<file path="src/rtl/ex_alu_stage_pkg.sv">
// Shared definitions for the execute stage: ALU control encodings (also used by the
// ALU control decoder) and the EX/MEM boundary entry layout.
package ex_alu_stage_pkg;

    localparam int EX_WIDTH    = 32;
    localparam int EX_REG_BITS = 5;

    typedef enum logic [1:0] {
        ALU_ADD = 2'd0,
        ALU_SUB = 2'd1,
        ALU_XOR = 2'd2,
        ALU_RSV = 2'd3
    } alu_ctrl_e;

    typedef struct packed {
        logic [EX_WIDTH-1:0]    result;
        logic                   zero;
        logic                   ovf;
        logic                   ill;
        logic [EX_REG_BITS-1:0] rd;
        logic                   rw;
        logic                   mr;
        logic                   mw;
    } ex_entry_t;

endpackage

</file>
<file path="src/rtl/ex_alu_stage_alu_core.sv">
// Combinational ALU: ADD/SUB/XOR with signed overflow and zero detect; the reserved
// code produces a zero result flagged as illegal.
module ex_alu_stage_alu_core
    import ex_alu_stage_pkg::*;
#(
    parameter int WIDTH = EX_WIDTH
) (
    input  logic [1:0]       alu_control,
    input  logic [WIDTH-1:0] a,
    input  logic [WIDTH-1:0] b,
    output logic [WIDTH-1:0] result,
    output logic             zero,
    output logic             overflow,
    output logic             illegal
);

    always_comb begin
        result   = '0;
        overflow = 1'b0;
        illegal  = 1'b0;
        case (alu_control)
            ALU_ADD: begin
                result   = a + b;
                overflow = (a[WIDTH-1] == b[WIDTH-1]) && (result[WIDTH-1] != a[WIDTH-1]);
            end
            ALU_SUB: begin
                result   = a - b;
                overflow = (a[WIDTH-1] != b[WIDTH-1]) && (result[WIDTH-1] != a[WIDTH-1]);
            end
            ALU_XOR: result = a ^ b;
            default: illegal = 1'b1;
        endcase
        zero = (result == '0);
    end

endmodule

</file>
<file path="src/rtl/ex_alu_stage.sv">
// Execute stage: computes the ALU result at accept time and holds it in a main/skid
// entry pair at the EX/MEM boundary so that in_ready can come straight from a flop.
module ex_alu_stage
    import ex_alu_stage_pkg::*;
#(
    parameter int WIDTH    = EX_WIDTH,
    parameter int REG_BITS = EX_REG_BITS
) (
    input  logic                clk,
    input  logic                reset,
    input  logic                flush,
    input  logic                in_valid,
    output logic                in_ready,
    input  logic [1:0]          alu_control,
    input  logic [WIDTH-1:0]    op_a,
    input  logic [WIDTH-1:0]    op_b,
    input  logic [REG_BITS-1:0] rd_in,
    input  logic                reg_write_in,
    input  logic                mem_read_in,
    input  logic                mem_write_in,
    output logic                out_valid,
    input  logic                out_ready,
    output logic [WIDTH-1:0]    alu_result,
    output logic                zero,
    output logic                overflow,
    output logic                illegal_op,
    output logic [REG_BITS-1:0] rd_out,
    output logic                reg_write_out,
    output logic                mem_read_out,
    output logic                mem_write_out
);

    // Handshake: a beat moves on a rising edge only when valid and ready are both high
    // on that side; valid never depends on ready, and flush overrides both sides.
    ex_entry_t main_q, main_d, skid_q, skid_d, new_entry;
    logic      main_v, main_v_d, skid_v, skid_v_d;
    logic      in_ready_q;
    logic      accept, drain;

    logic [WIDTH-1:0] core_result;
    logic             core_zero, core_ovf, core_ill;

    ex_alu_stage_alu_core #(.WIDTH(WIDTH)) u_alu_core (
        .alu_control (alu_control),
        .a           (op_a),
        .b           (op_b),
        .result      (core_result),
        .zero        (core_zero),
        .overflow    (core_ovf),
        .illegal     (core_ill)
    );

    // An illegal op retires as a flagged bubble, so its side-effect enables are cleared.
    always_comb begin
        new_entry.result = core_result;
        new_entry.zero   = core_zero;
        new_entry.ovf    = core_ovf;
        new_entry.ill    = core_ill;
        new_entry.rd     = rd_in;
        new_entry.rw     = reg_write_in && !core_ill;
        new_entry.mr     = mem_read_in  && !core_ill;
        new_entry.mw     = mem_write_in && !core_ill;
    end

    assign accept = in_valid && in_ready_q && !flush;
    assign drain  = main_v && out_ready;

    // in_ready is low whenever the skid holds an entry, so accept implies skid empty.
    always_comb begin
        main_d   = main_q;
        skid_d   = skid_q;
        main_v_d = main_v;
        skid_v_d = skid_v;
        if (flush) begin
            main_v_d = 1'b0;
            skid_v_d = 1'b0;
        end else if (skid_v) begin
            if (drain) begin
                main_d   = skid_q;
                skid_v_d = 1'b0;
            end
        end else if (accept) begin
            if (main_v && !drain) begin
                skid_d   = new_entry;
                skid_v_d = 1'b1;
            end else begin
                main_d   = new_entry;
                main_v_d = 1'b1;
            end
        end else if (drain) begin
            main_v_d = 1'b0;
        end
    end

    always_ff @(posedge clk or posedge reset) begin
        if (reset) begin
            main_q     <= '0;
            skid_q     <= '0;
            main_v     <= 1'b0;
            skid_v     <= 1'b0;
            in_ready_q <= 1'b1;
        end else begin
            main_q     <= main_d;
            skid_q     <= skid_d;
            main_v     <= main_v_d;
            skid_v     <= skid_v_d;
            in_ready_q <= !skid_v_d;
        end
    end

    assign in_ready      = in_ready_q;
    assign out_valid     = main_v;
    assign alu_result    = main_q.result;
    assign zero          = main_q.zero;
    assign overflow      = main_q.ovf;
    assign illegal_op    = main_q.ill;
    assign rd_out        = main_q.rd;
    assign reg_write_out = main_q.rw;
    assign mem_read_out  = main_q.mr;
    assign mem_write_out = main_q.mw;

endmodule

</file>
<file path="config.mk">
export PLATFORM = sky130hd
export DESIGN_NAME = ex_alu_stage
export DESIGN_NICKNAME = d
export VERILOG_FILES = /design/src/rtl/ex_alu_stage_pkg.sv /design/src/rtl/ex_alu_stage_alu_core.sv /design/src/rtl/ex_alu_stage.sv
export SDC_FILE = /design/constraint.sdc
export NUM_CORES = 1
export LEC_CHECK = 0
export ABC_AREA = 1
export BUFFER_PORTS_ARGS = -buffer_cell sky130_fd_sc_hd__buf_2
export CAP_MARGIN = 20
export CORE_UTILIZATION = 60
export DETAILED_ROUTE_END_ITERATION = 6
export HOLD_SLACK_MARGIN = 0.02
export PLACE_DENSITY = 0.83
export SLEW_MARGIN = 0
export SYNTH_ARGS = -nofsm -noshare
export SYNTH_HDL_FRONTEND = slang
export SYNTH_SLANG_ARGS = --single-unit
</file>
<file path="constraint.sdc">
create_clock -name clk -period 4.2 [get_ports clk]
set_clock_uncertainty 0.2 [all_clocks]
set_input_delay 0.84 -clock clk [delete_from_list [all_inputs] [get_ports clk]]
set_output_delay 0.84 -clock clk [all_outputs]
set_load 0.02 [all_outputs]
</file>
### Yosys cells after proc, flatten, opt, wreduce, memory -nomap -nowiden

Index checks and enable logic that the tools add are counted.

* register bits: 89
* bits in latches: 0
* memory bits (writable): 0
* ROM bits: 0
* input port bits: 79
* memories kept: 0

* add/sub/neg operators: 2
* multipliers: 0
* divide/modulo/power cells: 0
* $lt $le $gt $ge: 0
* equality and inequality tests: 10
* shift operators: 0
* muxes and demuxes: 17
* bitwise logic cells: 3
* reduce and logical (&&, ||, !) cells: 20

Operator list (count)
* two-way mux 43 bit: 4
* case mux 32 bit (3 select lines): 1
* adder 32 bit: 1
* zero test 32 bit: 1
* subtractor 32 bit: 1
* XOR 32 bit: 1
* two-way mux 1 bit: 11
* logical AND 1 bit: 9
* AND reduction 4 bit: 2
* != test 2 bit, second input constant: 2
* zero test 1 bit: 3
* != test 1 bit: 3
* != test 3 bit, second input constant: 1
* AND reduction 3 bit: 1
* nonzero test 3 bit: 1
* OR reduction 3 bit: 1
* == test 2 x 1 -> 1 bit, second input constant: 1
* == test 2 bit, second input constant: 1
* zero test 2 bit: 1
* != test 2 x 1 -> 1 bit, second input constant: 1
* NOT 1 bit: 2
* case mux 1 bit (2 select lines): 1
* nonzero test 2 bit: 1
* == test 1 bit: 1

### Longest topological paths before layout

* word-level depth: 8
* depth in mapped cells: 24

### Cells and area by module

Synthesis repeated with hierarchy kept, for this count alone.

* cell total of the unflattened synthesis: 1615
* area, all modules: 9270.1 um^2

By module, submodules not included
* ex_alu_stage_alu_core: times used 1, cells an instance 1128, area each 5316.3 um^2, seq. area each 0.0 um^2
* ex_alu_stage: times used 1, cells an instance 487, area each 3953.8 um^2, seq. area each 2228.4 um^2

### Worst setup path before layout

No wires, ideal clock.

* path kind: input-to-reg
* start: input op_a[0]
* end: register main_q (netlist bit zero)
* setup time: 0.066 ns
* data arrival time: 2.735 ns
* data required time: 3.934 ns
* slack: 1.200 ns
* cell stages on the path: 22
* buffers on the path: 0
* cell sequence: inv_1 -> ha_1 -> fa_1 -> inv_1 -> nand3_1 -> nand2_1 -> nand2_1 -> nand2_1 -> nand2_1 -> nand2_1 -> nand2_1 -> nand2_1 -> nand2_1 -> nand3_1 -> nand3_1 -> nor2_1 -> nand2_1 -> nor2_1 -> nand3_1 -> nand2_1 -> nand2_1 -> nand2_1

* word-level cells in the longest chain between the ends: 6
* elaborated cells on any way between the ends: 8
* those cells by class: add/sub: 2; mux: 4; bitwise: 1; reduce/logical: 1

Ends and longest elaborated chain
* from (decl): RTL line ex_alu_stage.sv:15 `input logic [WIDTH-1:0] op_a,`
* subtractor 32 bit (tied with other cells): RTL line ex_alu_stage_alu_core.sv:27 `result = a - b;`
* case mux 32 bit (3 select lines) *: RTL line ex_alu_stage_alu_core.sv:21 `case (alu_control)`
* zero test 32 bit *: RTL line ex_alu_stage_alu_core.sv:33 `zero = (result == '0);`
* two-way mux 43 bit *: RTL line ex_alu_stage.sv:83 `if (main_v && !drain) begin`
* two-way mux 43 bit *: RTL line ex_alu_stage.sv:82 `end else if (accept) begin`
* two-way mux 43 bit *: RTL line ex_alu_stage.sv:77 `end else if (skid_v) begin`
* to (signal assigned): RTL line ex_alu_stage.sv:103 `main_q <= main_d;`
* to (decl): RTL line ex_alu_stage.sv:35 `ex_entry_t main_q, main_d, skid_q, skid_d, new_entry;`

Mark *: on every way between the ends. The rest lies on a longest branch, timed or not. The select of a mux whose other input is x is not followed.
A chain may end at the register's enable or synchronous reset.

### Worst setup path in the final report

* start: input op_b[4]
* end: register main_q (netlist bit zero)

* word-level cells in the longest chain between the ends: 6
* elaborated cells on any way between the ends: 8
* those cells by class: add/sub: 2; mux: 4; bitwise: 1; reduce/logical: 1

Ends and longest elaborated chain
* from (decl): RTL line ex_alu_stage.sv:16 `input logic [WIDTH-1:0] op_b,`
* subtractor 32 bit (tied with other cells): RTL line ex_alu_stage_alu_core.sv:27
* case mux 32 bit (3 select lines) *: RTL line ex_alu_stage_alu_core.sv:21
* zero test 32 bit *: RTL line ex_alu_stage_alu_core.sv:33
* two-way mux 43 bit *: RTL line ex_alu_stage.sv:83
* two-way mux 43 bit *: RTL line ex_alu_stage.sv:82
* two-way mux 43 bit *: RTL line ex_alu_stage.sv:77

Marked as above.

==> parameters.txt <==
Parameter                              Value

Status
  Run status    finished with violations
  Violations in the final reports    DRC

STA
  Final Hold Viols    0
  Total setup violations reported at the end of the flow    0
  Tightest slew margin relative to the limit    34.3%
  Min Hold Slack    0.274 ns
  Max Clk Rate    296 MHz
  Period minus WS final    3.38 ns
  Setup Total Neg Slack    0 ns
  Worst Max-Slew Pin Slew    0.985 ns
  Max-slew violation count    0
  Unrepaired setup endpoints after global routing    no
  Final period utilization    80.5%

GRT
  Met2 track demand over resource in global routing    62.9%
  Total Routing Usage GR    37.8%
  Met3 Track Usage GR    6.12%
  Met1 Resource Use GR    47.5%
  Antenna violations before repair    0
  Global-route wire length before repair    47,500 um
  Total global routing overflow    0
  Number of global-route vias before repair    9,682
  Busiest metal layer after global routing    met2
  Pin count of the biggest net entering global routing    64

Yosys
  Sequential area share after synthesis    23.9%
  Post-synthesis instance total    1,646
  Simple-gate share of the synthesized area    41.4%
  Fraction of synthesized cell area in xor and xnor cells    0.0940%
  Portion of netlist area occupied by mux cells    0%
  Synth Net Count    1,790
  Most common cell in the synthesized netlist    sky130_fd_sc_hd__nand2_1
  Yosys warning total    0
  Primary flip-flop cell chosen by synthesis mapping    sky130_fd_sc_hd__dfrtp_1
  Synth area leaders    sky130_fd_sc_hd__nand2_1, sky130_fd_sc_hd__dfrtp_1, sky130_fd_sc_hd__inv_1
  Post-Synthesis Cell Area    0.00932 sq mm
  Area leader, netlist    sky130_fd_sc_hd__nand2_1
  Yosys reg bits    89
  Post-synthesis adder-cell area fraction    8.89%
  Dominant combinational cell family by area after synthesis    simple AND/OR/NAND/NOR gates
  Area fraction in compound gates after synthesis    10.9%
  Share of Yosys cell area claimed by the top area cell type    24.5%
  Per-instance average area after synthesis    5.66 sq um
  Fraction of synthesis flops using an asynchronous set or reset pin    100%
  Top cell types by occurrence after synthesis    sky130_fd_sc_hd__nand2_1, sky130_fd_sc_hd__inv_1, sky130_fd_sc_hd__nand3_1
  Library cells used by synthesis    37
  Number of flops mapped to enable cells by yosys    0

Detailed routing
  Detailed-route vias per instance    5.49
  Number of nets with antenna violations after detailed routing    0
  Iter 0 DRT Violations    1,084
  Remaining routing DRC violations    2
  Drt total wl    29,700 um
  Routed WL per cell    15.4 um
  Number of vias after detailed routing    10,600
  First drt pass iteration count    7

Clocking
  Number of gates resized after cts    0
  Clock sinks    89
  Number of levels in the clock H-tree    3
  Skew-Pair Late Insertion Delay    0.34 ns
  Clock tree from TritonCTS    done
  Count of hold-fix buffers inserted at cts    0
  Number of buffers created by CTS    9
  Clk Tree Root Cell    sky130_fd_sc_hd__clkbuf_16
  Clock buffer depth    2
  Total setup buffers inserted after CTS    0
  Clk pin slew, worst setup/hold paths    0.07 ns

Setup path
  CP startpoint kind    input pin
  Depth of the worst register-to-register path    7
  Worst endpoint data arrival time    3.46 ns
  Required arrival time at the worst endpoint    4.28 ns
  Crit. End Element    flip-flop
  Worst flop-to-flop path endpoint    alu_result[28]$_DFFE_PP0P_
  Minimum setup slack among reg-to-reg paths    1.68 ns
  Max FO, Critical Path    8
  Kind of critical path    input pin to flip-flop
  Origin of the critical flop-to-flop path    skid_v$_DFF_PP0_

Finish
  Layout Area Growth over Synthesis    10.6%
  Most flops, register    skid_q
  Number of non-filler instances in the completed layout    1,926
  Fillers    1,460
  Layout Nets    1,878
  Post-route cell area    0.0103 sq mm
  Share of cells above drive strength 1    9.84%
  Max FFs per register    43
  Antenna Cells    0

Placed design
  Instance area after placement    0.00997 sq mm
  Placed cell count    1,910
  Weighted congestion reported at the end of routability-driven placement    0.982
  Port Buffer Count    123
  Post-detailed-placement half-perimeter wirelength    23,700 um

Worst hold path
  Startpoint of the tightest hold check path    skid_q[11]$_DFFE_PP0P_
  Worst min-delay path class    flip-flop to flip-flop
  Hold Path End    skid_q[11]$_DFFE_PP0P_
  Number of cells traversed by the worst hold path    2

Die
  Initial core utilization    61.3%
  I/O pin count    124
  Core Region    0.0152 sq mm
  Die Y-Extent    127 um
  Die Span X    127 um
  Die footprint    0.0160 sq mm
  Number of placement rows    45

Power
  Leakage power of the design    6.13 nW
  PwrDens    330 mW/mm^2
  Maximum resistive drop on vdd    0.000305 V

Job
  MaxCap Viol Count    0
==> through the flow <==
stage	util, %	setup WS, ns	total power, mW
after CTS	67.6	0.922	3.38
after global routing	67.8	0.560	3.62
after floorplan	-	0.855	2.12
after global placement	65.6	0.595	2.53
final	67.8	0.821	3.40
after detailed placement	65.6	0.584	2.56
==> placed cells by master (no fill, tap or decap), drive strengths merged, types with 3 or more instances in the layout <==
cell type and instances:
nand2 612, inv 296, nor2 147, nand3 144, buf 133, o21ai 93
dfrtp 88, a21oi 77, ha 63, nand4 21, a31oi 12, nor3 11
clkbuf 10, o21bai 6, and2 3, o211ai 3, clkinvlp 3, clkinv 3
==> worst max-delay path by stage <==
stage / from / end / slack [ns] / depth (start not counted)
3_5_place_dp: op_a[4] / zero$_DFFE_PP0P_ / 0.58 / 21
3_3_place_gp: op_a[4] / zero$_DFFE_PP0P_ / 0.59 / 21
5_1_grt: op_b[18] / zero$_DFFE_PP0P_ / 0.56 / 19
6_report: op_b[4] / zero$_DFFE_PP0P_ / 0.82 / 22
4_1_cts: op_b[4] / zero$_DFFE_PP0P_ / 0.92 / 22
2_1_floorplan: reset / alu_result[0]$_DFFE_PP0P_ / 0.85 / 1
==> layout make-up <==
type | count | area, sq um | share of cell area (%)
Tap cell | 188 | 235 | 2.28
Multi-Input combinational cell | 1203 | 5710 | 55.4
Clock inverter | 5 | 63.8 | 0.619
Clock buffer | 10 | 239 | 2.32
Inverter | 298 | 1120 | 10.9
Timing Repair Buffer | 133 | 711 | 6.90
Sequential cell | 89 | 2230 | 21.6
==> where the power goes <==
group	switching [mW]	internal (mW)
sequential	0.104	1.07
clock	0.344	0.478
combinational	0.964	0.439
total	1.41	1.99
==> critical path, cell delays in order <==
cell                      delay [ns]
sky130_fd_sc_hd__buf_2          0.09
sky130_fd_sc_hd__inv_1          0.04
sky130_fd_sc_hd__ha_1           0.38
sky130_fd_sc_hd__inv_1          0.19
sky130_fd_sc_hd__nand2_1        0.09
sky130_fd_sc_hd__nand2_1        0.10
sky130_fd_sc_hd__inv_1          0.04
sky130_fd_sc_hd__nand2_1        0.17
sky130_fd_sc_hd__nand2_1        0.11
sky130_fd_sc_hd__nand2_1        0.20
sky130_fd_sc_hd__nand2_1        0.10
sky130_fd_sc_hd__nand2_1        0.07
sky130_fd_sc_hd__nand2_1        0.04
sky130_fd_sc_hd__nand3_1        0.07
sky130_fd_sc_hd__nand3_1        0.23
sky130_fd_sc_hd__nor2_1         0.17
sky130_fd_sc_hd__nand2_1        0.06
sky130_fd_sc_hd__nor2_1         0.16
sky130_fd_sc_hd__nand3_1        0.12
sky130_fd_sc_hd__nand2_1        0.08
sky130_fd_sc_hd__nand2_1        0.06
sky130_fd_sc_hd__nand2_1        0.05
==> routing by layer <==
| metal | up-vias | share of wire (%) |
|---|---|---|
| met4 | 0 | 4.8 |
| met1 | 4758 | 42 |
| li1 | 5267 | - |
| met3 | 88 | 7.5 |
| met5 | - | 0 |
| met2 | 463 | 46 |
==> logic make-up after synthesis <==
kind of cell | after synthesis
simple gates | 944
buf+inv | 354
compound gates | 193
flops | 89
fa+ha+maj | 65
xor+xnor | 1
Power figures use the tool's default switching activity.
